==> src/rtl/mul_float_arbiter.sv <==
// Round-robin front end that shares one mul_float pipeline among P_REQ_N requesters.
// An in-order tag FIFO remembers who issued each operation so results are routed back.
module mul_float_arbiter #(
  parameter int P_REQ_N     = 4,
  parameter int P_REQ_W     = 2,
  parameter int P_TAG_DEPTH = 8,
  parameter int P_TAG_DW    = 3
) (
  input  logic                   iCLOCK,
  input  logic                   inRESET,
  input  logic                   iRESET_SYNC,
  input  logic [P_REQ_N-1:0]     iREQ_VALID,
  output logic [P_REQ_N-1:0]     oREQ_BUSY,
  input  logic [32*P_REQ_N-1:0]  iREQ_A,
  input  logic [32*P_REQ_N-1:0]  iREQ_B,
  output logic [P_REQ_N-1:0]     oRSP_VALID,
  input  logic [P_REQ_N-1:0]     iRSP_BUSY,
  output logic [31:0]            oRSP_DATA,
  output logic                   oMUL_REQ,
  input  logic                   iMUL_BUSY,
  output logic [31:0]            oMUL_A,
  output logic [31:0]            oMUL_B,
  input  logic                   iMUL_VALID,
  output logic                   oMUL_BUSY,
  input  logic [31:0]            iMUL_DATA,
  output logic [P_TAG_DW:0]      oINFLIGHT,
  output logic                   oERR
);

  localparam logic [P_REQ_W:0]   LP_N     = (P_REQ_W+1)'(P_REQ_N);
  localparam logic [P_REQ_W-1:0] LP_LAST  = P_REQ_W'(P_REQ_N - 1);
  localparam logic [P_TAG_DW:0]  LP_DEPTH = (P_TAG_DW+1)'(P_TAG_DEPTH);

  logic                in_reset;
  logic [P_REQ_W-1:0]  rr_ptr_q, rr_ptr_d;
  logic [P_REQ_W-1:0]  grant_idx;
  logic                grant_found;
  logic [P_REQ_W:0]    scan_idx;
  logic [P_REQ_W-1:0]  tag_mem_q [P_TAG_DEPTH];
  logic [P_TAG_DW-1:0] wr_ptr_q, rd_ptr_q;
  logic [P_TAG_DW:0]   count_q, count_d;
  logic                err_q;
  logic [P_REQ_W-1:0]  head_tag;
  logic                tag_full, tag_empty;
  logic                accept, pop, orphan;

  assign in_reset = !inRESET || iRESET_SYNC;

  // Scan upward from the round-robin pointer, wrapping modulo P_REQ_N.
  always_comb begin
    // NOTE: every combinational output gets a default first so no path can infer a latch.
    grant_found = 1'b0;
    grant_idx   = '0;
    scan_idx    = '0;
    for (int k = 0; k < P_REQ_N; k++) begin
      scan_idx = {1'b0, rr_ptr_q} + (P_REQ_W+1)'(k);
      if (scan_idx >= LP_N) scan_idx = scan_idx - LP_N;
      if (!grant_found && iREQ_VALID[scan_idx[P_REQ_W-1:0]]) begin
        grant_found = 1'b1;
        grant_idx   = scan_idx[P_REQ_W-1:0];
      end
    end
  end

  assign tag_full  = (count_q == LP_DEPTH);
  assign tag_empty = (count_q == '0);
  assign head_tag  = tag_mem_q[rd_ptr_q];

  assign oMUL_REQ = (|iREQ_VALID) && !tag_full && !in_reset;
  assign oMUL_A   = grant_found ? iREQ_A[grant_idx*32 +: 32] : 32'h0;
  assign oMUL_B   = grant_found ? iREQ_B[grant_idx*32 +: 32] : 32'h0;
  assign accept   = oMUL_REQ && !iMUL_BUSY;

  always_comb begin
    oREQ_BUSY = '1;
    if (accept) oREQ_BUSY[grant_idx] = 1'b0;
  end

  // Strictly in-order return: a busy head requester stalls every later result.
  assign oMUL_BUSY = !tag_empty && iRSP_BUSY[head_tag] && !in_reset;
  assign oRSP_DATA = iMUL_DATA;

  always_comb begin
    oRSP_VALID = '0;
    if (iMUL_VALID && !tag_empty && !in_reset) oRSP_VALID[head_tag] = 1'b1;
  end

  assign pop    = iMUL_VALID && !oMUL_BUSY && !tag_empty;
  assign orphan = iMUL_VALID && tag_empty;

  assign rr_ptr_d = !accept ? rr_ptr_q :
                    (grant_idx == LP_LAST) ? '0 : grant_idx + 1'b1;
  assign count_d  = count_q + (P_TAG_DW+1)'(accept) - (P_TAG_DW+1)'(pop);

  always_ff @(posedge iCLOCK or negedge inRESET) begin
    if (!inRESET) begin
      rr_ptr_q <= '0;
      wr_ptr_q <= '0;
      rd_ptr_q <= '0;
      count_q  <= '0;
      err_q    <= 1'b0;
    end else if (iRESET_SYNC) begin
      rr_ptr_q <= '0;
      wr_ptr_q <= '0;
      rd_ptr_q <= '0;
      count_q  <= '0;
      err_q    <= 1'b0;
    end else begin
      rr_ptr_q <= rr_ptr_d;
      wr_ptr_q <= wr_ptr_q + P_TAG_DW'(accept);
      rd_ptr_q <= rd_ptr_q + P_TAG_DW'(pop);
      count_q  <= count_d;
      err_q    <= err_q || orphan;
    end
  end

  // NOTE: tag storage is not reset; entries are only read between matching push and pop.
  always_ff @(posedge iCLOCK) begin
    if (accept) tag_mem_q[wr_ptr_q] <= grant_idx;
  end

  assign oINFLIGHT = count_q;
  assign oERR      = err_q;

endmodule

==> config.mk <==
export PLATFORM = sky130hd
export DESIGN_NAME = mul_float_arbiter
export DESIGN_NICKNAME = d
export VERILOG_FILES = /design/src/rtl/mul_float_arbiter.sv
export SDC_FILE = /design/constraint.sdc
export NUM_CORES = 1
export LEC_CHECK = 0
export BUFFER_PORTS_ARGS = -buffer_cell sky130_fd_sc_hd__buf_2
export CAP_MARGIN = 20
export CORE_AREA = 2 2 159 161
export DETAILED_ROUTE_END_ITERATION = 6
export DIE_AREA = 0 0 161 163
export HOLD_SLACK_MARGIN = 0.15
export PLACE_DENSITY = 0.53
export SYNTH_ARGS = -nofsm -noshare
export SYNTH_HDL_FRONTEND = slang
export SYNTH_SLANG_ARGS = --single-unit
export TNS_END_PERCENT = 100
==> constraint.sdc <==
create_clock -name iCLOCK -period 6.4 [get_ports iCLOCK]
set_input_delay 1.28 -clock iCLOCK [delete_from_list [all_inputs] [get_ports iCLOCK]]
set_output_delay 1.28 -clock iCLOCK [all_outputs]
set_load 0.02 [all_outputs]
==> out/qor_table.md <==
| Quantity | Value | Unit |
| --- | --- | --- |
| Post-synth cell types | 32 | - |
| Postcts setup bufs | 0 | - |
| Proportion of synthesized chip area in sequential cells | 21.4 | % |
| Synthesized-area fraction occupied by ao, oa, aoi and oai cells | 1.86 | % |
| Detailed Place HPWL | 13.5 | mm |
| Placed cell area | 5600 | um2 |
| Via count of the first global-routing pass | 3750 | - |
| Number of fill cells in the layout | 2694 | - |
| Slowest stage cell on the critical path | or4_2 | - |
| X dimension of the die | 161 | um |
| Average footprint of a synthesized cell | 12.1 | um2 |
| Most frequent cells in the layout | buf_2 (347), mux4_2 (68), and2_1 (64), nor2_1 (16), edfxtp_1 (16) | - |
| Number of top-level design ports | 412 | - |
| Kind of end point of the critical path | primary output | - |
| Number of nets still failing antenna checks after routing | 0 | - |
| Top fanout value on the critical path | 65 | - |
| Final design area excluding fillers | 5770 | um2 |
| Worst slew margin relative to its limit | 35.9 | % |
| Slew at the pin closest to its max-slew limit | 0.962 | ns |
| Peak VDD IR | 0.000116 | V |
| Via count | 3876 | - |
| Initial antenna violation count | 0 | - |
| Drt pass-1 iters | 4 | - |
| Layout Area Growth over Synthesis | 53.0 | % |
| Global-route wire length before repair | 21.4 | mm |
| CTS tree | yes | - |
| Number of buffers created by CTS | 5 | - |
| Post-synthesis instance area | 3770 | um2 |
| Routed WL | 15.7 | mm |
| Total power density per cell area | 205 | nW/um2 |
| TNS Setup | 0 | ns |
| Number of instances in the synthesized netlist | 311 | - |
| Count of endpoints failing setup in the final report | 0 | - |
| Core Footprint | 24700 | um2 |
| Ratio of final minimum period to clock period | 72.5 | % |
| Worst hold-check path type | reg2reg | - |
| Pleak | 2.67 | nW |
| PortBufs | 347 | - |
| Post-synth top area share | 40.6 | % |
| Most repeated library cell on the critical path | buf_2 | - |
| H-tree levels | 2 | - |
| Via-to-Cell Ratio | 4.11 | - |
| Crit Path Class | in2out | - |
| Cts-stage hold buffer count | 0 | - |
| CP bufs+invs | 3 | - |
| Highest clock rate | 216 | MHz |
| Largest incremental delay on the critical path | 1.13 | ns |
| Time the worst path needs with I/O delays and setup | 4.64 | ns |
| Yosys top cell by area | mux4_2 | - |
| Initial standard-cell utilization of the core | 15.3 | % |
| YS warnings | 0 | - |
| Fraction of final layout cells with drive strength greater than 1 | 70.0 | % |
| Setup repair after global routing missed its margin | false | - |
| CTS clk-pin slew, worst paths | 0.05 | ns |
| Wire length per cell | 16.6 | um |
| Hold Fails Final Rpt | 0 | - |
| Max Slew Vio Count | 0 | - |
| Later-pin clock latency in the skew report | 0.28 | ns |
| Root cell of the clock tree | clkbuf_16 | - |
| Post-Synth Adder-Cell Area | 5.18 | % |
| GRT Util Overall | 10.8 | % |
| Required time worst endpoint | 5.12 | ns |
| Outcome | finished clean | - |
| Fraction of synthesized cell area in xor and xnor cells | 0.929 | % |
| Syn nets | 627 | - |
| Std cell rows | 58 | - |
| Post-layout nets | 929 | - |
| Post-CTS resize count | 0 | - |
| Startpoint type of the worst setup path | primary input | - |
| Max capacitance violation total | 0 | - |
| Crit path arrival time | 3.36 | ns |
| Most common cell after layout, fill and taps aside | buf_2 | - |
| TritonCTS Sinks | 29 | - |
| Maximum number of pins on one net before global-route repair | 66 | - |
| Diodes inserted | 0 | - |
| Die Area | 26200 | um2 |
| Fraction of the mapped netlist area in simple logic gates | 17.4 | % |
| Weighted congestion reported at the end of routability-driven placement | 0.820 | - |
| Chain of cells forming the critical path | buf_2, or4_2, nor3b_1, nand2b_1, inv_2, nand2_1, buf_2 | - |
| Count of routing violations after the opening detailed-route iteration | 215 | - |
| GR Overflow Total | 0 | - |
| Floorplan die height | 163 | um |
| DRC violation count after routing | 0 | - |
| Clock tree skew after final layout | 0.00405 | ns |
| Power Total | 0.00118 | W |
| Delay-heaviest family, CP | simple AND/OR/NAND/NOR gates | - |
| Mux cell area share after synthesis | 42.3 | % |
| Synthesis-stage register bit count | 29 | - |
| Synth top area cells | mux4_2 (41%), edfxtp_1 (13%), and2_1 (11%), dfrtp_1 (8.6%), buf_4 (6.4%) | - |
| Largest family of logic cells by synthesized area | multiplexers | - |
| Max Buffers Root-to-Sink | 2 | - |
kinds of logic (layout without fill, tap and decap cells):
group,after synthesis,in the layout
flip-flops,29,29
XOR/XNOR,4,4
adder cells (fa/ha/maj),15,15
AND/OR/NAND/NOR,114,114
buffers and inverters,64,367
multiplexers,74,74
AO/OA/AOI/OAI,11,11
through the flow:
| stage | hold slack (ns) | setup WS, ns | utilization [%] | std cells |
|---|---|---|---|---|
| after global routing | 0.520 | 1.57 | 23.4 | 944 |
| after floorplan | 0.530 | 2.36 | - | 311 |
| final | 0.492 | 1.76 | 23.4 | 944 |
| after CTS | 0.504 | 1.64 | 23.4 | 944 |
| after global placement | 0.479 | 1.68 | 22.7 | 936 |
| after detailed placement | 0.490 | 1.64 | 22.7 | 936 |
power breakdown:
group          leakage, nW  internal (W)  switching (W)
registers            0.322      0.000219      0.0000257
clock network       0.0775      0.000182      0.0000822
logic                 2.27      0.000342       0.000333
total                 2.67      0.000743       0.000441
flip-flops by register name, summed over array words and instances (netlist names):
signal,count
wr_ptr_q,3
oERR,1
oINFLIGHT,4
tag_mem_q,16
rr_ptr_q,2
rd_ptr_q,3
area by class of cell:
class / instances / area (um2) / share of cell area [%]
Clock buffer: 5 / 125 / 2.17
Clock inverter: 3 / 41.3 / 0.716
Inverter: 9 / 33.8 / 0.586
Multi-Input combinational cell: 218 / 2560 / 44.5
Sequential cell: 29 / 806 / 14.0
Tap cell: 330 / 413 / 7.16
Timing Repair Buffer: 350 / 1780 / 30.9
synthesized netlist by cell type (all sizes together):
library cell	number
a211o	1
nand2b	7
nand3b	1
o22a	1
nor2	16
mux2	1
xnor2	4
inv	9
nand2	9
mux2i	5
nor2b	7
ha	14
nor3	2
nor3b	4
edfxtp	16
a21oi	6
buf	43
dfrtp	13
and2b	1
o21a	1
fa	1
a21o	1
and2	64
clkbuf	12
a211oi	1
and3	1
mux4	68
or3	1
or4	1
per-layer routing:
layer | share of wire [%] | vias up | track usage, %
met4 | 4.2 | 0 | 4.67
met5 | 0 | - | 0
li1 | - | 1740 | -
met2 | 47 | 250 | 17.0
met1 | 38 | 1861 | 13.4
met3 | 10 | 25 | 3.74
worst reg2reg max path: stages (launching register included):
cell and delay [ns]:
dfrtp_1 0.56, mux4_2 0.55, mux2_4 0.31, mux4_2 0.34
nand2b_1 0.09, and2b_1 0.19, ha_1 0.27, inv_1 0.04
ha_1 0.20, fa_1 0.39, xnor2_1 0.16, nor2_1 0.05
worst paths after layout:
check	from	end	slack, ns	cells past startpoint
max	iREQ_VALID[2]	oREQ_BUSY[1]	1.76	7
min	oERR	oERR	0.49	2
max reg2reg	rd_ptr_q[0]	oINFLIGHT[2]	3.13	11
min reg2reg	oERR	oERR	0.49	2
max in group asynchronous	inRESET	rr_ptr_q[1]	5.25	1
min in group asynchronous	inRESET	oERR	0.90	1
(Power assumes the default switching activity.)
